===== src/rtl/noise_sample_streamer_if.sv =====
// Sample-memory read port plus the noise stream toward the noise-mean accumulator.
// master = streamer side; slave = memories and accumulator side.
interface noise_sample_streamer_if #(
  parameter int DATA_WIDTH = 16,
  parameter int ADDR_WIDTH = 13
);
  logic                         mem_rd_en;
  logic [ADDR_WIDTH-1:0]        mem_addr;
  logic signed [DATA_WIDTH-1:0] raw_sample;
  logic signed [DATA_WIDTH-1:0] filt_sample;
  logic                         valid_noise;
  logic signed [DATA_WIDTH-1:0] noise_signal;

  modport master (
    output mem_rd_en,
    output mem_addr,
    input  raw_sample,
    input  filt_sample,
    output valid_noise,
    output noise_signal
  );

  modport slave (
    input  mem_rd_en,
    input  mem_addr,
    output raw_sample,
    output filt_sample,
    input  valid_noise,
    input  noise_signal
  );
endinterface


===== src/rtl/noise_sample_streamer.sv =====
// Streams MEMORY_DEPTH saturated (raw - filt) samples then one zero flush beat; 2 cycles start-to-first-beat, D+3 to done.
// No backpressure: the consumer must accept a beat on every cycle valid_noise is high.
module noise_sample_streamer #(
  parameter int DATA_WIDTH   = 16,
  parameter int MEMORY_DEPTH = 5968,
  parameter int ADDR_WIDTH   = 13
) (
  input  logic                    clk,
  input  logic                    reset_n,
  input  logic                    start,
  noise_sample_streamer_if.master bus,
  output logic                    busy,
  output logic                    done_stream
);
  typedef enum logic [2:0] {IDLE, READ, DRAIN, FLUSH, DONE} state_t;

  localparam logic [ADDR_WIDTH-1:0]        LAST_ADDR = ADDR_WIDTH'(MEMORY_DEPTH - 1);
  localparam logic signed [DATA_WIDTH-1:0] SAT_MAX   = {1'b0, {(DATA_WIDTH-1){1'b1}}};
  localparam logic signed [DATA_WIDTH-1:0] SAT_MIN   = {1'b1, {(DATA_WIDTH-1){1'b0}}};

  state_t                       state;
  logic                         rd_dat_vld;
  logic                         flush_sent;
  logic signed [DATA_WIDTH:0]   diff;
  logic signed [DATA_WIDTH-1:0] diff_sat;

  // One guard bit is enough: disagreement between the top two bits means overflow.
  always_comb begin
    diff     = {bus.raw_sample[DATA_WIDTH-1], bus.raw_sample}
             - {bus.filt_sample[DATA_WIDTH-1], bus.filt_sample};
    diff_sat = diff[DATA_WIDTH-1:0];
    if (diff[DATA_WIDTH] != diff[DATA_WIDTH-1]) begin
      diff_sat = diff[DATA_WIDTH] ? SAT_MIN : SAT_MAX;
    end
  end

  always_ff @(posedge clk or negedge reset_n) begin
    if (!reset_n) begin
      state            <= IDLE;
      rd_dat_vld       <= 1'b0;
      flush_sent       <= 1'b0;
      bus.mem_rd_en    <= 1'b0;
      bus.mem_addr     <= '0;
      bus.valid_noise  <= 1'b0;
      bus.noise_signal <= '0;
      busy             <= 1'b0;
      done_stream      <= 1'b0;
    end else begin
      rd_dat_vld       <= bus.mem_rd_en;
      bus.valid_noise  <= rd_dat_vld;
      bus.noise_signal <= rd_dat_vld ? diff_sat : '0;

      case (state)
        IDLE, DONE: begin
          if (start) begin
            state         <= READ;
            bus.mem_rd_en <= 1'b1;
            bus.mem_addr  <= '0;
            busy          <= 1'b1;
            done_stream   <= 1'b0;
          end
        end
        READ: begin
          if (bus.mem_addr == LAST_ADDR) begin
            bus.mem_rd_en <= 1'b0;
            state         <= DRAIN;
          end else begin
            bus.mem_addr <= bus.mem_addr + ADDR_WIDTH'(1);
          end
        end
        DRAIN: state <= FLUSH;
        // First FLUSH cycle puts out the zero beat, second one retires the run.
        FLUSH: begin
          if (!flush_sent) begin
            bus.valid_noise  <= 1'b1;
            bus.noise_signal <= '0;
            flush_sent       <= 1'b1;
          end else begin
            flush_sent  <= 1'b0;
            state       <= DONE;
            busy        <= 1'b0;
            done_stream <= 1'b1;
          end
        end
        default: state <= IDLE;
      endcase
    end
  end
endmodule


===== src/flat_wrapper.sv =====
// flat-port wrapper written by rule: the top's interface ports become plain ports
module noise_sample_streamer_flat 
#(
  parameter int DATA_WIDTH   = 16,
  parameter int MEMORY_DEPTH = 5968,
  parameter int ADDR_WIDTH   = 13
)
  (clk, reset_n, start, busy, done_stream, bus_mem_rd_en, bus_mem_addr, bus_raw_sample, bus_filt_sample, bus_valid_noise, bus_noise_signal);
  noise_sample_streamer_if #(.DATA_WIDTH(DATA_WIDTH), .ADDR_WIDTH(ADDR_WIDTH)) bus_i ();
  input  logic clk;
  input  logic reset_n;
  input  logic start;
  output logic busy;
  output logic done_stream;
  output wire logic [$bits(bus_i.mem_rd_en)-1:0] bus_mem_rd_en;
  output wire logic [$bits(bus_i.mem_addr)-1:0] bus_mem_addr;
  input wire logic [$bits(bus_i.raw_sample)-1:0] bus_raw_sample;
  input wire logic [$bits(bus_i.filt_sample)-1:0] bus_filt_sample;
  output wire logic [$bits(bus_i.valid_noise)-1:0] bus_valid_noise;
  output wire logic [$bits(bus_i.noise_signal)-1:0] bus_noise_signal;
  assign bus_mem_rd_en = bus_i.mem_rd_en;
  assign bus_mem_addr = bus_i.mem_addr;
  assign bus_i.raw_sample = bus_raw_sample;
  assign bus_i.filt_sample = bus_filt_sample;
  assign bus_valid_noise = bus_i.valid_noise;
  assign bus_noise_signal = bus_i.noise_signal;
  noise_sample_streamer #(.DATA_WIDTH(DATA_WIDTH), .MEMORY_DEPTH(MEMORY_DEPTH), .ADDR_WIDTH(ADDR_WIDTH)) u_core (.clk(clk), .reset_n(reset_n), .start(start), .bus(bus_i), .busy(busy), .done_stream(done_stream));
endmodule

===== config.mk =====
export PLATFORM = sky130hd
export DESIGN_NAME = noise_sample_streamer_flat
export DESIGN_NICKNAME = d
export VERILOG_FILES = /design/src/rtl/noise_sample_streamer_if.sv /design/src/rtl/noise_sample_streamer.sv /design/src/flat_wrapper.sv
export SDC_FILE = /design/constraint.sdc
export NUM_CORES = 1
export LEC_CHECK = 0
export CAP_MARGIN = 20
export CORE_MARGIN = 2
export CORE_UTILIZATION = 44
export DETAILED_ROUTE_END_ITERATION = 16
export MAX_ROUTING_LAYER = met4
export PLACE_DENSITY = 0.77
export SETUP_SLACK_MARGIN = 0.4
export SLEW_MARGIN = 5
export SYNTH_ARGS = -nofsm -noshare
export SYNTH_HDL_FRONTEND = slang
export SYNTH_SLANG_ARGS = --single-unit
export TNS_END_PERCENT = 30

===== constraint.sdc =====
create_clock -name clk -period 2.05 [get_ports clk]
set_input_delay 0.615 -clock clk [delete_from_list [all_inputs] [get_ports clk]]
set_output_delay 0.615 -clock clk [all_outputs]
set_load 0.05 [all_outputs]

# After elaboration in Yosys (flattened, before gate mapping)
# Cells that the tools add are included.
[classes]
n_addsub = 2
n_eq_ne = 10
muxes = 23
n_reduce_logical = 8
[ops]
columns = ["cell", "count"]
rows = [
  ["$mux W16", 5],
  ["$mux W13", 2],
  ["$pmux W13 S2", 1],
  ["$sub A16 B16 Y17", 1],
  ["$add A13 B1 Y13 const B", 1],
  ["$eq A13 B13 Y1 const B", 1],
  ["$pmux W3 S4", 1],
  ["$reduce_and A3 Y1", 4],
  ["$mux W3", 3],
  ["$mux W1", 8],
  ["$eq A3 B2 Y1 const B", 2],
  ["$pmux W1 S2", 3],
  ["$ne A2 B1 Y1 const B", 2],
  ["$ne A2 B2 Y1 const B", 2],
  ["$reduce_bool A2 Y1", 2],
  ["$eq A3 B1 Y1 const B", 1],
  ["$eq A3 B3 Y1 const B", 1],
  ["$logic_not A3 Y1", 1],
  ["$reduce_or A2 Y1", 1],
  ["$ne A1 B1 Y1", 1],
]
[totals]
register_bits = 38
out_inout_bits = 33

# Logic depth before layout (Yosys ltp)
[depth]
depth_word = 6
ltp_mapped = 12
mapped_depth_nobuf = 11

# Least setup slack after synthesis
# OpenSTA, ideal clock, no wires.
[synth_timing]
path_kind = "input port to flip-flop"
start = "in bus_raw_sample[0]"
end = "reg u_core.bus.noise_signal[11]"
setup_time_ns = 0.133
t_arrival_ns = 2.625
path_slack_ns = -0.708
stages = 12
n_path_buf = 1
path_cell_list = "inv_1 ha_1 inv_1 fa_1 a211oi_1 o21ai_1 a21oi_1 o211a_2 nor3b_1 o21ai_2 buf_6 o31ai_1"
[synth_via]
elab_chain_len = 6
elab_cells_between_ends = 7
classes_between = "1 x add/sub; 1 x eq/ne; 5 x mux"
[synth_lines]
columns = ["element", "line", "text"]
rows = [
  ["from (decl)", "flat_wrapper.sv:17", "input wire logic [$bits(bus_i.raw_sample)-1:0] bus_raw_sample;"],
  ["$sub A16 B16 Y17 (*)", "noise_sample_streamer.sv:30", "- {bus.filt_sample[DATA_WIDTH-1], bus.filt_sample};"],
  ["$mux W16 or $ne A1 B1 Y1 (tied branches)", "noise_sample_streamer.sv:33, noise_sample_streamer.sv:32", ""],
  ["$mux W16 (*)", "noise_sample_streamer.sv:32", "if (diff[DATA_WIDTH] != diff[DATA_WIDTH-1]) begin"],
  ["$mux W16 (*)", "noise_sample_streamer.sv:51", "bus.noise_signal <= rd_dat_vld ? diff_sat : '0;"],
  ["$mux W16", "noise_sample_streamer.sv:74", "if (!flush_sent) begin"],
  ["$mux W16 (*)", "noise_sample_streamer.sv:53", "case (state)"],
  ["to (signal assigned)", "noise_sample_streamer.sv:51", ""],
  ["to (decl)", "noise_sample_streamer_if.sv:20", "output noise_signal"],
]
# Mark *: on every way between the ends. The rest lies on a longest branch, timed or not.
# A chain may end at the register's enable or synchronous reset.

# Worst setup path in the final report
[layout_timing]
start = "in bus_raw_sample[0]"
end = "reg u_core.bus.noise_signal[7]"
# The elaborated chain is that of the path after synthesis.

==> summary.md <==
| Metric | Value |
|---|---|
| RSZ-0062 raised after global routing | yes |
| Crit-path slowest cell | fa_2 |
| Register bit total from synthesis | 38 |
| Min cycle time layout | 2.43 ns |
| Number of fill cells | 344 |
| Startpoint types | input pin |
| Max rail drop VDD | 0.000666 V |
| DR iter-0 viols | 91 |
| Crit-path cells | buf_8 > inv_12 > ha_4 > inv_2 > fa_2 > a211oi_4 > o21ai_2 > a21oi_2 > o211a_4 > nand3_4 > o211ai_4 > buf_6 > o21ai_2 |
| Top cells by area, synth | dfrtp_1, ha_1, xnor2_1 |
| Arr. time, crit path | 2.61 ns |
| Commonest cells in the netlist | dfrtp_1, inv_1, nor2_1 |
| Sequential share of the synthesized area | 37.9% |
| Post-Syn Area | 2510 um2 |
| Post-synth top area share | 37.9% |
| GPL Wtd Cong | 0.846 |
| CTS Buffer Depth | 2 |
| Clk sink count | 38 |
| Vias in the first global route | 2,665 |
| Setup WS post-layout | -0.380 ns |
| CTS buffer count | 5 |
| Cts hold-fix bufs | 0 |
| Total Routing Usage GR | 26.4% |
| Area leader, netlist | dfrtp_1 |
| Final Skew | 0.00759 ns |
| EDFF count, synth | 0 |
| Most frequent cell after synthesis | dfrtp_1 |
| Worst Setup End Kind | flip-flop |
| Syn nets | 326 |
| DRC | 0 |
| Clock transition at path regs | 0.07 ns |
| Area Overhead vs Synth | 75.0% |
| Overflow after GRT | 0 |
| Share of cells above drive strength 1 | 53.6% |
| Area of the multi-input gates | 1940 um2 |
| Area after DPL | 3690 um2 |
| CP Data Required Time | 2.23 ns |
| Reg area | 951 um2 |
| Overall Power | 3.32 mW |
| CTS tree | built |
| DRT met1 WL | 3080 um |
| DR vias/cell | 5.28 |
| Fraction of registers with async set/reset | 100% |
| First-pass GRT wire length | 12,900 um |
| Synth Area per Inst | 9.20 um2 |
| Initial antenna violation count | 0 |
| Die Area | 6330 um2 |
| Routed length per placed instance | 16.1 um |
| Die H | 79.5 um |
| Status | complete, but fails checks |
| Post-synthesis cell count | 273 |
| Ys flop type | dfrtp_1 |
| Synth cell types | 55 |
| Hold Crit Class | input pin to asynchronous set/reset pin |
| Failing checks | setup timing |
| Worst skew pair latency | 0.29 ns |
| Top sig layer | met4 |
| # rows | 27 |
| Setup Crit Path Kind | input pin to flip-flop |
| Period utilization | 119% |
| Core area | 5510 um2 |
| Starting density of the core | 45.6% |
| Final setup vio count | 19 |
| Slowest stage delay, CP | 0.36 ns |
| CTS Root Cell | clkbuf_8 |
| Worst rel slew slack | 61.7% |
| IO Pins | 68 |
| Max-Cap Viols | 0 |
| Via count | 2,600 |
| Die W | 79.5 um |
| Met2 wire length | 4440 um |
| Worst-margin pin slew | 0.574 ns |
| FMAX | 411 MHz |
| ANT cells | 0 |
| P_leak | 2.02 nW |
| PwrDens | 754 nW/um2 |
| Largest net degree at the start of global routing | 20 |
| YS warnings | 0 |
| Number of buffers added on ports | 67 |
| Final TNS setup | -5.21 ns |
| Fin nets | 472 |
| Crit-path max FO | 8 |
| DRT antenna net count | 0 |
| Met3 routed WL | 249 um |
| H-Tree Depth | 2 |
| Max Slew Vio Count | 0 |
| CP most frequent cell | o21ai_2 |
| Post-route cell area | 4390 um2 |
| HPWL Detailed | 5000 um |
| TritonRoute pass-1 iters | 4 |
| Total Wirelength | 7910 um |
| Hold Vio Cnt, Final | 0 |
[per-layer routing]
metal / global-route usage, % / vias to the layer above
met5: - / -
met4: 8.62 / 0
met2: 48.2 / 64
li1: - / 1247
met1: 29.7 / 1275
met3: 3.62 / 14
[layout by cell type, fill, tap and decap left out, drive strengths merged, types with 6 or more instances in the layout]
master         n
buf          114
o21ai         29
ha            17
nor2          25
nand2         15
inv           31
nor2b          6
a21oi         16
dfrtp         38
nor3          10
xor2           6
xnor2         15
clkbuf        12
a21o           6
dlygate4sd2   15
[logic make-up after synthesis]
logic type | after synthesis | share of synthesized area, %
AOI/OAI and AO/OA | 74 | 21.6
and+or+nand+nor | 85 | 17.6
adders and majority gates | 18 | 9.27
xor gates and xnor gates | 21 | 7.32
buffers and inverters | 36 | 5.88
muxes | 1 | 0.399
DFF | 38 | 37.9
[state kept, by name (all words and copies together) (netlist names)]
register                 cells
u_core.bus.noise_signal     16
u_core.bus.mem_addr         13
u_core.state                 3
u_core.bus.mem_rd_en         1
u_core.bus.valid_noise       1
u_core.busy                  1
u_core.done_stream           1
u_core.flush_sent            1
u_core.rd_dat_vld            1
[final timing paths]
path,start,to,slack [ns],depth (start not counted)
worst max-delay path,bus_raw_sample[0],u_core.bus.noise_signal[7],-0.38,13
worst min-delay path,reset_n,u_core.state[0],0.26,1
worst max register to register,u_core.bus.mem_addr[4],u_core.bus.mem_addr[10],-0.02,7
worst min register to register,u_core.rd_dat_vld,u_core.bus.valid_noise,0.47,1
max in group asynchronous,reset_n,u_core.rd_dat_vld,1.28,2
min in group clk,u_core.rd_dat_vld,u_core.bus.valid_noise,0.47,1
[critical path, delay by kind of cell]
family / cells / cell delay (ns)
AOI/OAI and AO/OA: 6 / 1.07
adders and majority gates: 2 / 0.48
buffers and inverters: 4 / 0.34
and+or+nand+nor: 1 / 0.10
[through the flow]
step	hold slack [ns]	util [%]	setup WS (ns)	cells
6_report	0.256	79.8	-0.380	492
5_1_grt	0.281	79.8	-0.467	492
4_1_cts	0.263	77.2	-0.319	484
3_5_place_dp	0.452	67.0	-1.17	468
3_3_place_gp	0.450	67.0	-1.10	468
2_1_floorplan	0.319	-	-0.474	273
[where the power goes]
part	internal, mW	total (mW)	switching, mW
combinational	0.776	1.82	1.05
sequential	0.869	0.968	0.0991
clock	0.271	0.523	0.252
[layout make-up]
class                   instances  area share, %
multi-input cells             200           44.2
repair buffers                143           27.1
flip-flops and latches         38           21.6
inverters                      31           2.99
well taps                      72           2.05
clock buffers                   7           1.96
clock inverters                 1          0.114
[repair_timing]
action,in CTS,in global routing
pin swaps,63,31
gates resized for setup,138,35
setup buffers,7,8
gates cloned,1,0
setup endpoints to repair,33,37
(Power assumes the default switching activity.)
